### src/rtl/seg_display_scanner.sv
// seg_display_scanner
//   Time-multiplexed driver for a 4-digit common-anode seven-segment display.
//   It latches a 16-bit value on a load strobe. It then scans the four hex
//   digits one at a time. Each digit slot starts with a one-cycle dead gap
//   (all anodes off) so that the previous digit does not ghost into the next.
//   Leading-zero blanking is optional.
//
// Parameters
//   REFRESH_DIV   - clock cycles per digit slot, dead cycle included (>= 2)
//   BLANK_LEADING - 1: blank leading zero digits (digit 0 always shown)
//
// Ports
//   clk        in   system clock, rising edge
//   reset      in   synchronous, active-high reset
//   value_in   in   [15:0] value to display
//   load       in   capture value_in at the next edge
//   blank      in   force all anodes off (scanning continues)
//   value_q    out  [15:0] currently latched value
//   digit_sel  out  [1:0] current digit slot, 0 = rightmost
//   an         out  [3:0] anode enables, active-low, one-hot
//   seg        out  [6:0] segments, active-low, {g,f,e,d,c,b,a}
module seg_display_scanner #(
    parameter int unsigned REFRESH_DIV   = 50000,
    parameter bit          BLANK_LEADING = 1'b1
) (
    input  logic        clk,
    input  logic        reset,
    input  logic [15:0] value_in,
    input  logic        load,
    input  logic        blank,
    output logic [15:0] value_q,
    output logic [1:0]  digit_sel,
    output logic [3:0]  an,
    output logic [6:0]  seg
);

    localparam int unsigned   CW      = $clog2(REFRESH_DIV);
    localparam logic [CW-1:0] CNT_MAX = CW'(REFRESH_DIV - 1);

    logic [CW-1:0] cnt;
    logic [CW-1:0] cnt_nx;
    logic [1:0]    sel_nx;
    logic [15:0]   shifted;
    logic [3:0]    an_nx;
    logic [6:0]    seg_nx;

    function automatic logic [6:0] hex7(input logic [3:0] h);
        logic [6:0] s;
        case (h)
            4'h0: s = 7'b1000000;
            4'h1: s = 7'b1111001;
            4'h2: s = 7'b0100100;
            4'h3: s = 7'b0110000;
            4'h4: s = 7'b0011001;
            4'h5: s = 7'b0010010;
            4'h6: s = 7'b0000010;
            4'h7: s = 7'b1111000;
            4'h8: s = 7'b0000000;
            4'h9: s = 7'b0010000;
            4'hA: s = 7'b0001000;
            4'hB: s = 7'b0000011;
            4'hC: s = 7'b1000110;
            4'hD: s = 7'b0100001;
            4'hE: s = 7'b0000110;
            default: s = 7'b0001110;
        endcase
        return s;
    endfunction

    // Refresh counter and digit index; load/blank never touch these.
    always_comb begin
        cnt_nx = cnt + 1'b1;
        sel_nx = digit_sel;
        if (cnt == CNT_MAX) begin
            cnt_nx = '0;
            sel_nx = digit_sel + 2'd1;
        end
    end

    // Outputs are registered from next-state cnt/digit_sel so that the
    // dead cycle lines up with the edge at which digit_sel advances.
    // The value shown is the already-latched value_q, giving one extra
    // cycle of load-to-segment latency.
    always_comb begin
        an_nx   = '1;
        seg_nx  = '1;
        shifted = value_q >> {sel_nx, 2'b00};
        if (!blank && (cnt_nx != '0)) begin
            an_nx  = ~(4'b0001 << sel_nx);
            seg_nx = hex7(shifted[3:0]);
            // Every nibble at or above this digit is zero: leading zero.
            if (BLANK_LEADING && (sel_nx != 2'd0) && (shifted == '0))
                seg_nx = '1;
        end
    end

    always_ff @(posedge clk) begin
        if (reset) begin
            value_q   <= '0;
            cnt       <= '0;
            digit_sel <= '0;
            an        <= '1;
            seg       <= '1;
        end else begin
            if (load)
                value_q <= value_in;
            cnt       <= cnt_nx;
            digit_sel <= sel_nx;
            an        <= an_nx;
            seg       <= seg_nx;
        end
    end

endmodule

### config.mk
export PLATFORM = sky130hd
export DESIGN_NAME = seg_display_scanner
export DESIGN_NICKNAME = d
export VERILOG_FILES = /design/src/rtl/seg_display_scanner.sv
export SDC_FILE = /design/constraint.sdc
export NUM_CORES = 1
export LEC_CHECK = 0
export ABC_AREA = 1
export BUFFER_PORTS_ARGS = -buffer_cell sky130_fd_sc_hd__buf_4
export CORE_MARGIN = 10
export CORE_UTILIZATION = 25
export DETAILED_ROUTE_END_ITERATION = 10
export SYNTH_ARGS = -nofsm -noshare
export SYNTH_HDL_FRONTEND = slang
export SYNTH_SLANG_ARGS = --single-unit
### constraint.sdc
create_clock -name clk -period 2.9 [get_ports clk]
set_clock_uncertainty 0.2 [all_clocks]
set_input_delay 0.58 -clock clk [delete_from_list [all_inputs] [get_ports clk]]
set_output_delay 0.58 -clock clk [all_outputs]
set_load 0.005 [all_outputs]
==> impl_metrics.env, run 1 <==
export IMPL_syn_inst=385
export IMPL_period_needed_ps=2650
export IMPL_syn_area_per_cell_sq_um=6.73
export IMPL_setup_slack_ps=254
export IMPL_seq_area_sq_um=901
export IMPL_tritoncts="done"
export IMPL_grt_use_total_pct=9.46
export IMPL_ctsLongestPathBuffers=2
export IMPL_clk_latency_ps=300
export IMPL_hpwl_mm=5.64
export IMPL_hold_viol=0
export IMPL_dieArea_sq_um=14800
export IMPL_fillers=1124
export IMPL_power_mw=1.27
export IMPL_synth_nets=411
export IMPL_ir_worst_vdd_uv=188
export IMPL_synth_seq_cells=45
export IMPL_ys_seq_area_share_pct=34.8
export IMPL_holdBufCountCts=0
export IMPL_hp_class="in -> reg"
export IMPL_drt_iter0_drc=146
export IMPL_cts_root_buf="clkbuf_8"
export IMPL_path_delay_family="simple AND/OR/NAND/NOR gates"
export IMPL_wl_mm=6.85
export IMPL_arrival_ps=2640
export IMPL_grt_pass1_wl_mm=11.7
export IMPL_die_x_microns=122
export IMPL_grt_start_max_net_pins=23
export IMPL_vias=2433
export IMPL_vias_per_cell=4.26
export IMPL_crit_fanout=7
export IMPL_n_antenna_cell=0
export IMPL_worst_pin_slew_ps=578
export IMPL_fin_tns_setup_ps=0
export IMPL_crit_path_frequent_cell="nand2_1"
export IMPL_place_ws_ps=177
export IMPL_cp_end_kind="flip-flop"
export IMPL_ys_warn_count=0
export IMPL_clk_pin_slew_ps=90
export IMPL_num_rows=37
export IMPL_firstDrtPassIters=4
export IMPL_io_pins=49
export IMPL_initial_core_util_pct=25.3
export IMPL_cts_sinks=45
export IMPL_drive_above_1_share_pct=22.5
export IMPL_crit_buf_inv=2
export IMPL_fmax_ghz=0.378
export IMPL_final_setup_viol_count=0
export IMPL_antenna_found_initial=0
export IMPL_layout_commonest_cell="nand2_1"
export IMPL_synth_distinct_cells=28
export IMPL_power_leakage_nw=1.45
export IMPL_crit_type="reg -> reg"
export IMPL_layout_common_cells="nand2_1, nor2_1, buf_4"
export IMPL_status="finished, final reports clean"
export IMPL_syn_area_sq_um=2590
export IMPL_ant_nets=0
export IMPL_slew_viol_final=0
export IMPL_crit_chain="ha_2 -> nand3_4 -> nor2_2 -> nand2_2 -> nand2_1 -> nand2_1 -> inv_2 -> nand2_2 -> nand2_2 -> inv_1 -> ha_1 -> nand2_1 -> nor2_1 -> a21oi_4 -> nand2_1"
export IMPL_start_kind="flip-flop"
export IMPL_max_cap_violations=0
export IMPL_coreArea_sq_um=10200
export IMPL_portBuffers=48
export IMPL_multi_input_area_sq_um=1490
export IMPL_grt_pass1_vias=2443
export IMPL_fin_crit_sh_pct=91.2
export IMPL_die_h_microns=122
export IMPL_area_growth_pct=22.9
export IMPL_overflow=0
export IMPL_cpMaxStageDelayCell="dfxtp_1"
export IMPL_slew_headroom_pct=61.4
export IMPL_nNetsFinal=460
export IMPL_cp_data_required_time_ps=2890
export IMPL_gp_congestion=0.865
export IMPL_cpPeakStageDelay_ps=410
export IMPL_power_density_nw_per_um2=398
export IMPL_wl_per_cell_microns=12.0
export IMPL_htree_levels=2
export IMPL_cts_inserted_buffers=5
export IMPL_drc=0
synth_stat cells:
library cell,count,area (sq um)
nor2_8,1,20.0
ha_1,6,75.1
nand3_1,44,220
o21ai_0,20,100
inv_2,3,11.3
o21ai_1,3,15.0
nand2_2,17,106
nor2_4,3,33.8
nand3_2,2,20.0
nand4_1,3,18.8
nor2_1,71,267
o21bai_1,1,7.51
nand3b_1,1,7.51
nor2_2,5,31.3
buf_6,2,22.5
xor2_1,3,26.3
nand3_4,2,35.0
xnor2_1,3,26.3
dfxtp_1,45,901
buf_12,1,20.0
nor3_1,2,10.0
a21oi_4,1,16.3
clkbuf_1,6,22.5
nand2_8,1,20.0
nand2_1,89,334
nand2_4,3,33.8
inv_1,37,139
a21oi_1,10,50.1
metrics by stage:
step                      instance area (sq um)  cells  hold WS, ps  util, %
after floorplan                            2590    385          274        -
after global routing                       3180    571          292     31.1
after detailed placement                   3060    561          302     29.9
after global placement                     3060    561          294     29.9
after CTS                                  3160    569          285     30.9
final                                      3180    571          291     31.1
final timing paths:
path                            depth (start not counted)  slack [ps]           to   startpoint
worst min-delay path                                    3         290   value_q[3]  value_in[3]
worst max register to register                         15         250       seg[2]       cnt[0]
worst max-delay path                                   15         250       seg[2]       cnt[0]
worst min register to register                          2         320  value_q[15]  value_q[15]
what timing repair did:
action | CTS | global route
gates resized for setup | 0 | 2
buffers inserted | 0 | 2
setup endpoints to repair | 0 | 7
state kept, by name, indices dropped and copies added, names as in the netlist:
| name | cells |
|---|---|
| value_q | 16 |
| an | 4 |
| seg | 7 |
| digit_sel | 2 |
| cnt | 16 |
worst reg2reg max path: stages (launching register included):
cell,delay [ps]
dfxtp_1,410
ha_2,250
nand3_4,100
nor2_2,180
nand2_2,110
nand2_1,70
nand2_1,130
inv_2,160
nand2_2,80
nand2_2,110
inv_1,70
ha_1,220
nand2_1,70
nor2_1,70
a21oi_4,220
nand2_1,80
kinds of logic (layout without fill, tap and decap cells):
logic type	count (synthesis)	count (layout)	share of synthesized area, %
flip-flops	45	45	34.8
buffers and inverters	49	99	8.31
adder cells (fa/ha/maj)	6	6	2.90
AND/OR/NAND/NOR	244	244	44.7
XOR/XNOR	6	6	2.03
AO/OA/AOI/OAI	35	35	7.30
report_power, final:
group	leakage [nW]	total, mW	internal [mW]	switching (mW)
registers	0.369	0.669	0.646	0.0237
logic	1.04	0.186	0.0871	0.0986
clock network	0.0447	0.412	0.174	0.238
total	1.45	1.27	0.907	0.360
layout make-up:
cell class / instances / area share (%)
Tap cell: 136 / 5.35
Clock inverter: 3 / 0.786
Sequential cell: 45 / 28.3
Clock buffer: 5 / 2.16
Multi-Input combinational cell: 291 / 46.7
Inverter: 40 / 4.72
Timing Repair Buffer: 51 / 12.0
per-layer routing:
| layer | global-route usage [%] | vias to the layer above | wire [microns] |
|---|---|---|---|
| met5 | 0 | - | 0 |
| met4 | 2.53 | 0 | 81 |
| met3 | 2.78 | 5 | 453 |
| met2 | 14.9 | 58 | 3040 |
| met1 | 12.3 | 1061 | 3270 |
| li1 | - | 1309 | - |
Power figures use the tool's default switching activity.
==> run 2, diff against run 1 <==
--- a/config.mk
+++ b/config.mk
@@ -5,11 +5,11 @@
 export SDC_FILE = /design/constraint.sdc
 export NUM_CORES = 1
 export LEC_CHECK = 0
-export ABC_AREA = 1
-export BUFFER_PORTS_ARGS = -buffer_cell sky130_fd_sc_hd__buf_4
 export CORE_MARGIN = 10
 export CORE_UTILIZATION = 25
 export DETAILED_ROUTE_END_ITERATION = 10
+export DONT_BUFFER_PORTS = 1
+export GPL_TIMING_DRIVEN = 0
 export SYNTH_ARGS = -nofsm -noshare
 export SYNTH_HDL_FRONTEND = slang
 export SYNTH_SLANG_ARGS = --single-unit
==> impl_metrics.env, run 2 <==
export IMPL_met2_length_mm=2.92
export IMPL_drive_above_1_share_pct=21.7
export IMPL_synth_nets=291
export IMPL_vias=1993
export IMPL_io_pins=49
export IMPL_path_delay_family="compound AO/OA/AOI/OAI gates"
export IMPL_htree_levels=2
export IMPL_synth_compound_area_share_pct=14.6
export IMPL_ys_seq_area_share_pct=38.5
export IMPL_cts_root_buf="clkbuf_8"
export IMPL_start_kind="flip-flop"
export IMPL_coreArea_sq_um=9200
export IMPL_syn_area_per_cell_sq_um=8.83
export IMPL_num_rows=35
export IMPL_layout_common_cells="dfxtp_1, nor2_1, mux2i_1"
export IMPL_drc=0
export IMPL_area_growth_pct=23.6
export IMPL_ys_warn_count=0
export IMPL_vias_per_cell=4.97
export IMPL_synthArstFlopShare_pct=0
export IMPL_tritoncts="done"
export IMPL_synth_seq_cells=45
export IMPL_cpMaxStageDelayCell="and4_4"
export IMPL_cp_end_kind="flip-flop"
export IMPL_grt_use_total_pct=9.09
export IMPL_comb_power_share_pct=10.3
export IMPL_period_needed_ps=2790
export IMPL_place_ws_ps=-422
export IMPL_crit_chain="buf_4 -> nor4bb_1 -> and4_4 -> buf_8 -> xnor2_4 -> o22ai_2 -> a211oi_4 -> inv_2 -> ha_4 -> buf_4 -> o211ai_1 -> o211ai_1"
export IMPL_clk_latency_ps=300
export IMPL_synth_distinct_cells=53
export IMPL_yosys_area_share_simple_pct=23.2
export IMPL_hpwl_mm=4.65
export IMPL_grt_pass1_wl_mm=9.89
export IMPL_gp_congestion=0.829
export IMPL_yosys_area_top_type="dfxtp_1"
export IMPL_portBuffers=0
export IMPL_power_frac_seq_pct=52.5
export IMPL_crit_buf_inv=4
export IMPL_synth_edff_count=0
export IMPL_highest_signal_layer="met4"
export IMPL_die_h_microns=117
export IMPL_fin_crit_sh_pct=96.1
export IMPL_synthTopCellsByCount="dfxtp_1, nor2_1, mux2i_1"
export IMPL_slew_viol_final=0
export IMPL_p_sw_mw=0.321
export IMPL_n_antenna_cell=0
export IMPL_hold_viol=0
export IMPL_synthMuxAreaShare_pct=9.89
export IMPL_layout_commonest_cell="dfxtp_1"
export IMPL_syn_inst=265
export IMPL_overflow=0
export IMPL_synth_top_family_by_area="simple AND/OR/NAND/NOR gates"
export IMPL_nNetsFinal=315
export IMPL_fmax_ghz=0.359
export IMPL_firstDrtPassIters=4
export IMPL_wl_mm=6.24
export IMPL_p_int_mw=0.966
export IMPL_clk_pin_slew_ps=90
export IMPL_setup_slack_ps=112
export IMPL_syn_area_sq_um=2340
export IMPL_cts_inserted_buffers=5
export IMPL_crit_fanout=9
export IMPL_final_setup_viol_count=0
export IMPL_initial_core_util_pct=25.5
export IMPL_max_cap_violations=0
export IMPL_synth_xor_area_share_pct=5.56
export IMPL_holdBufCountCts=0
export IMPL_grt_start_max_net_pins=15
export IMPL_power_density_nw_per_um2=445
export IMPL_die_x_microns=117
export IMPL_wl_met3_microns=351
export IMPL_grt_pass1_vias=1944
export IMPL_ant_nets=0
export IMPL_utilization_pct=31.5
export IMPL_arrival_ps=2770
export IMPL_hp_class="in -> reg"
export IMPL_antenna_found_initial=0
export IMPL_ir_worst_vdd_uv=192
export IMPL_yosys_area_top_type_share_pct=38.5
export IMPL_fillers=970
export IMPL_cts_sinks=45
export IMPL_wl_per_cell_microns=15.6
export IMPL_synth_area_top_cells="dfxtp_1, mux2i_1, nor2_1"
export IMPL_ctsLongestPathBuffers=2
export IMPL_cpPeakStageDelay_ps=310
export IMPL_synth_fa_ha_area_share_pct=3.21
export IMPL_cp_data_required_time_ps=2890
export IMPL_netSwitchingFraction_pct=24.9
export IMPL_dieArea_sq_um=13600
export IMPL_largest_registers="cnt (16), value_q (16), seg (7)"
export IMPL_wl_met1_mm=2.83
export IMPL_crit_type="reg -> reg"
export IMPL_synth_most_common_cell="dfxtp_1"
export IMPL_pwr_share_clk_pct=37.3
export IMPL_ys_flop_type="dfxtp_1"
export IMPL_slew_headroom_pct=54.9
export IMPL_worst_pin_slew_ps=677
export IMPL_status="finished, final reports clean"
export IMPL_drt_iter0_drc=202
export IMPL_power_leakage_nw=1.10
==> run 2: cell types whose count changed after synthesis, sizes merged, moves of 20 or more <==
cell   change
nor2      -43
nand3     -35
nand2     -94
inv       -30
mux2i     +22
o21ai     -20
==> run 2: worst paths after layout <==
| kind | startpoint | endpoint | slack [ps] | depth (start not counted) |
|---|---|---|---|---|
| setup / recovery | cnt[4] | seg[3] | 110 | 12 |
| hold / removal | reset | cnt[2] | 140 | 1 |
| setup reg to reg | cnt[4] | seg[3] | 110 | 12 |
| hold reg to reg | cnt[0] | cnt[0] | 270 | 1 |
==> run 2: kinds of logic (layout without fill, tap and decap cells) <==
family                   count (synthesis)  after routing
XOR/XNOR                                14             14
AND/OR/NAND/NOR                        106            106
AO/OA/AOI/OAI                           44             44
adder cells (fa/ha/maj)                  6              6
multiplexers                            23             23
flip-flops                              45             45
buffers and inverters                   27             52
==> run 2: cell type report <==
type	count	area, sq um	share of cell area [%]
inverters	11	45.0	1.56
well taps	111	139	4.80
plain buffers	15	87.6	3.03
repair buffers	18	143	4.93
multi-input cells	193	1460	50.4
flip-flops and latches	45	908	31.4
clock inverters	2	38.8	1.34
clock buffers	6	72.6	2.51
==> run 2: per-layer routing <==
| layer | up-vias | track usage [%] |
|---|---|---|
| met5 | - | 0 |
| met4 | 0 | 3.87 |
| met3 | 10 | 2.88 |
| met2 | 45 | 14.0 |
| met1 | 941 | 11.4 |
| li1 | 997 | - |
==> run 2: timing repair <==
| action | 4_1_cts | 5_1_grt |
|---|---|---|
| hold endpoints to repair | 0 | 0 |
| pin swaps | 5 | 11 |
| gates resized for setup | 20 | 13 |
| endpoints found under the setup margin | 7 | 7 |
| buffers inserted | 7 | 11 |
==> run 2: power by group through the flow <==
| stage | clock [mW] | combinational, mW | sequential [mW] |
|---|---|---|---|
| finish | 0.479 | 0.132 | 0.675 |
| global route | 0.515 | 0.148 | 0.680 |
| CTS | 0.496 | 0.123 | 0.676 |
| detailed placement | 0 | 0.105 | 0.689 |
| global placement | 0 | 0.102 | 0.688 |
| floorplan | 0 | 0.0857 | 0.676 |
==> run 2: metrics by stage <==
stage               hold slack [ps]  TNS [ps]  power (mW)  area [sq um]  cells
finish                          143         0        1.29          2890    401
global route                    136     -1.08        1.34          2890    401
CTS                             134         0        1.29          2770    391
detailed placement              267     -2680       0.794          2510    376
global placement                257     -2340       0.791          2510    376
floorplan                       241         0       0.762          2370    265
==> run 3, diff against run 2 <==
--- a/config.mk
+++ b/config.mk
@@ -5,11 +5,14 @@
 export SDC_FILE = /design/constraint.sdc
 export NUM_CORES = 1
 export LEC_CHECK = 0
+export CELL_PAD_IN_SITES_DETAIL_PLACEMENT = 0
+export CELL_PAD_IN_SITES_GLOBAL_PLACEMENT = 1
 export CORE_MARGIN = 10
 export CORE_UTILIZATION = 25
 export DETAILED_ROUTE_END_ITERATION = 10
 export DONT_BUFFER_PORTS = 1
 export GPL_TIMING_DRIVEN = 0
+export PLACE_DENSITY_LB_ADDON = 0.15
 export SYNTH_ARGS = -nofsm -noshare
 export SYNTH_HDL_FRONTEND = slang
 export SYNTH_SLANG_ARGS = --single-unit
==> constraint.sdc (replaced) <==
create_clock -name clk -period 3.05 [get_ports clk]
set_clock_uncertainty 0.2 [all_clocks]
set_input_delay 0.61 -clock clk [delete_from_list [all_inputs] [get_ports clk]]
set_output_delay 0.61 -clock clk [all_outputs]
set_load 0.005 [all_outputs]
==> impl_metrics.env, run 3 (synthesis gave the netlist of run 2 again) <==
export IMPL_start_kind="flip-flop"
export IMPL_worst_pin_slew_ps=675
export IMPL_crit_fanout=9
export IMPL_layout_common_cells="dfxtp_1, nor2_1, mux2i_1"
export IMPL_dieArea_sq_um=13600
export IMPL_ant_nets=0
export IMPL_firstDrtPassIters=4
export IMPL_wl_per_cell_microns=16.1
export IMPL_n_antenna_cell=0
export IMPL_power_leakage_nw=1.06
export IMPL_placedCellCount=376
export IMPL_power_density_nw_per_um2=408
export IMPL_nNetsFinal=311
export IMPL_gp_congestion=0.741
export IMPL_largest_registers="cnt (16), value_q (16), seg (7)"
export IMPL_reg2reg_setup_slack_ps=120
export IMPL_layout_commonest_cell="dfxtp_1"
export IMPL_hold_start="reset"
export IMPL_grt_pass1_wl_mm=10.3
export IMPL_finalNonFillerCells=397
export IMPL_fmax_ghz=0.341
export IMPL_htree_levels=2
export IMPL_io_pins=49
export IMPL_drt_iter0_drc=103
export IMPL_hold_depth=1
export IMPL_num_rows=35
export IMPL_area_growth_pct=20.4
export IMPL_crit_chain="buf_6 -> and4bb_1 -> and4_1 -> buf_4 -> buf_8 -> xnor2_4 -> o22ai_2 -> a211oi_4 -> buf_6 -> ha_2 -> nand2b_1 -> mux2_1 -> nand4_1"
export IMPL_r2r_start="cnt[7]"
export IMPL_crit_type="reg -> reg"
export IMPL_hp_class="in -> reg"
export IMPL_path_delay_family="buffers and inverters"
export IMPL_slew_viol_final=0
export IMPL_fin_crit_sh_pct=96.0
export IMPL_clk_latency_ps=300
export IMPL_cts_sinks=45
export IMPL_fin_area_sq_um=2820
export IMPL_cp_end_kind="flip-flop"
export IMPL_setup_slack_ps=121
export IMPL_initial_core_util_pct=25.5
export IMPL_vias=1895
export IMPL_drive_above_1_share_pct=19.9
export IMPL_ir_worst_vdd_uv=161
export IMPL_vias_per_cell=4.77
export IMPL_coreArea_sq_um=9200
export IMPL_hpwl_mm=4.78
export IMPL_placed_area_sq_um=2500
export IMPL_max_cap_violations=0
export IMPL_place_ws_ps=-671
export IMPL_crit_path_frequent_cell="buf_6"
export IMPL_hold_viol=0
export IMPL_wl_mm=6.41
export IMPL_drc=0
export IMPL_arrival_ps=2970
export IMPL_die_h_microns=117
export IMPL_crit_buf_inv=4
export IMPL_ctsLongestPathBuffers=2
export IMPL_tritoncts="done"
export IMPL_clk_pin_slew_ps=90
export IMPL_grt_pass1_vias=1929
export IMPL_status="finished, final reports clean"
export IMPL_cpPeakStageDelay_ps=330
export IMPL_min_to="cnt[9]"
export IMPL_die_x_microns=117
export IMPL_slew_headroom_pct=55.0
export IMPL_final_setup_viol_count=0
export IMPL_cts_inserted_buffers=5
export IMPL_grt_start_max_net_pins=16
export IMPL_overflow=0
export IMPL_cts_root_buf="clkbuf_8"
export IMPL_portBuffers=0
export IMPL_r2r_cells=13
export IMPL_r2r_end="seg[0]"
export IMPL_grt_use_total_pct=9.50
export IMPL_period_needed_ps=2930
export IMPL_antenna_found_initial=0
export IMPL_cp_data_required_time_ps=3090
export IMPL_utilization_pct=30.6
export IMPL_holdBufCountCts=0
export IMPL_cpMaxStageDelayCell="dfxtp_1"
export IMPL_power_mw=1.15
==> run 3: cell types whose count changed in the layout (fill, tap and decap cells not counted), moves of 2 or more <==
cell      change
o221ai_1      +2
o32ai_2       +2
o221ai_2      -2
buf_4         -4
ha_2          +2
ha_4          -2
==> run 3: timing repair <==
action                     in CTS  in global routing
setup buffers                   8                  6
resized for setup              21                 11
pin swaps                       7                  6
setup endpoints to repair       7                  7
==> run 3: metrics by stage <==
| stage | setup TNS, ps | hold WS, ps |
|---|---|---|
| global placement | -4800 | 294 |
| detailed placement | -4460 | 291 |
| CTS | 0 | 156 |
| finish | 0 | 167 |
| global route | -7.13 | 156 |
| floorplan | 0 | 262 |
==> run 3: worst max-delay path by stage <==
stage	start	to	slack (ps)	cells past startpoint
after detailed placement	cnt[0]	seg[6]	-670	13
after global routing	cnt[7]	seg[0]	-6	13
after CTS	cnt[0]	seg[0]	10	13
final	cnt[7]	seg[0]	120	13
after global placement	cnt[0]	seg[2]	-710	13
after floorplan	cnt[0]	seg[6]	6	13
==> run 3: power breakdown <==
group / leakage [nW] / switching (mW) / internal, mW
clock network: 0.0481 / 0.222 / 0.163
logic: 0.645 / 0.0626 / 0.0613
registers: 0.370 / 0.0285 / 0.612
==> run 3: cell type report <==
cell class | count | area [sq um]
Fill cell | 975 | 6380
Inverter | 11 | 45.0
Timing Repair Buffer | 14 | 116
Clock buffer | 5 | 68.8
Tap cell | 111 | 139
Sequential cell | 45 | 910
Multi-Input combinational cell | 193 | 1430
Clock inverter | 3 | 22.5
Buffer | 15 | 88.8
==> run 3: routing by layer <==
layer  track usage (%)  up-vias  wire length, microns
met4              2.22        0                    57
met3              3.39        6                   441
met2              13.5       52                  2670
met5                 0        -                     0
met1              13.2      855                  3240
li1                  -      982                     -
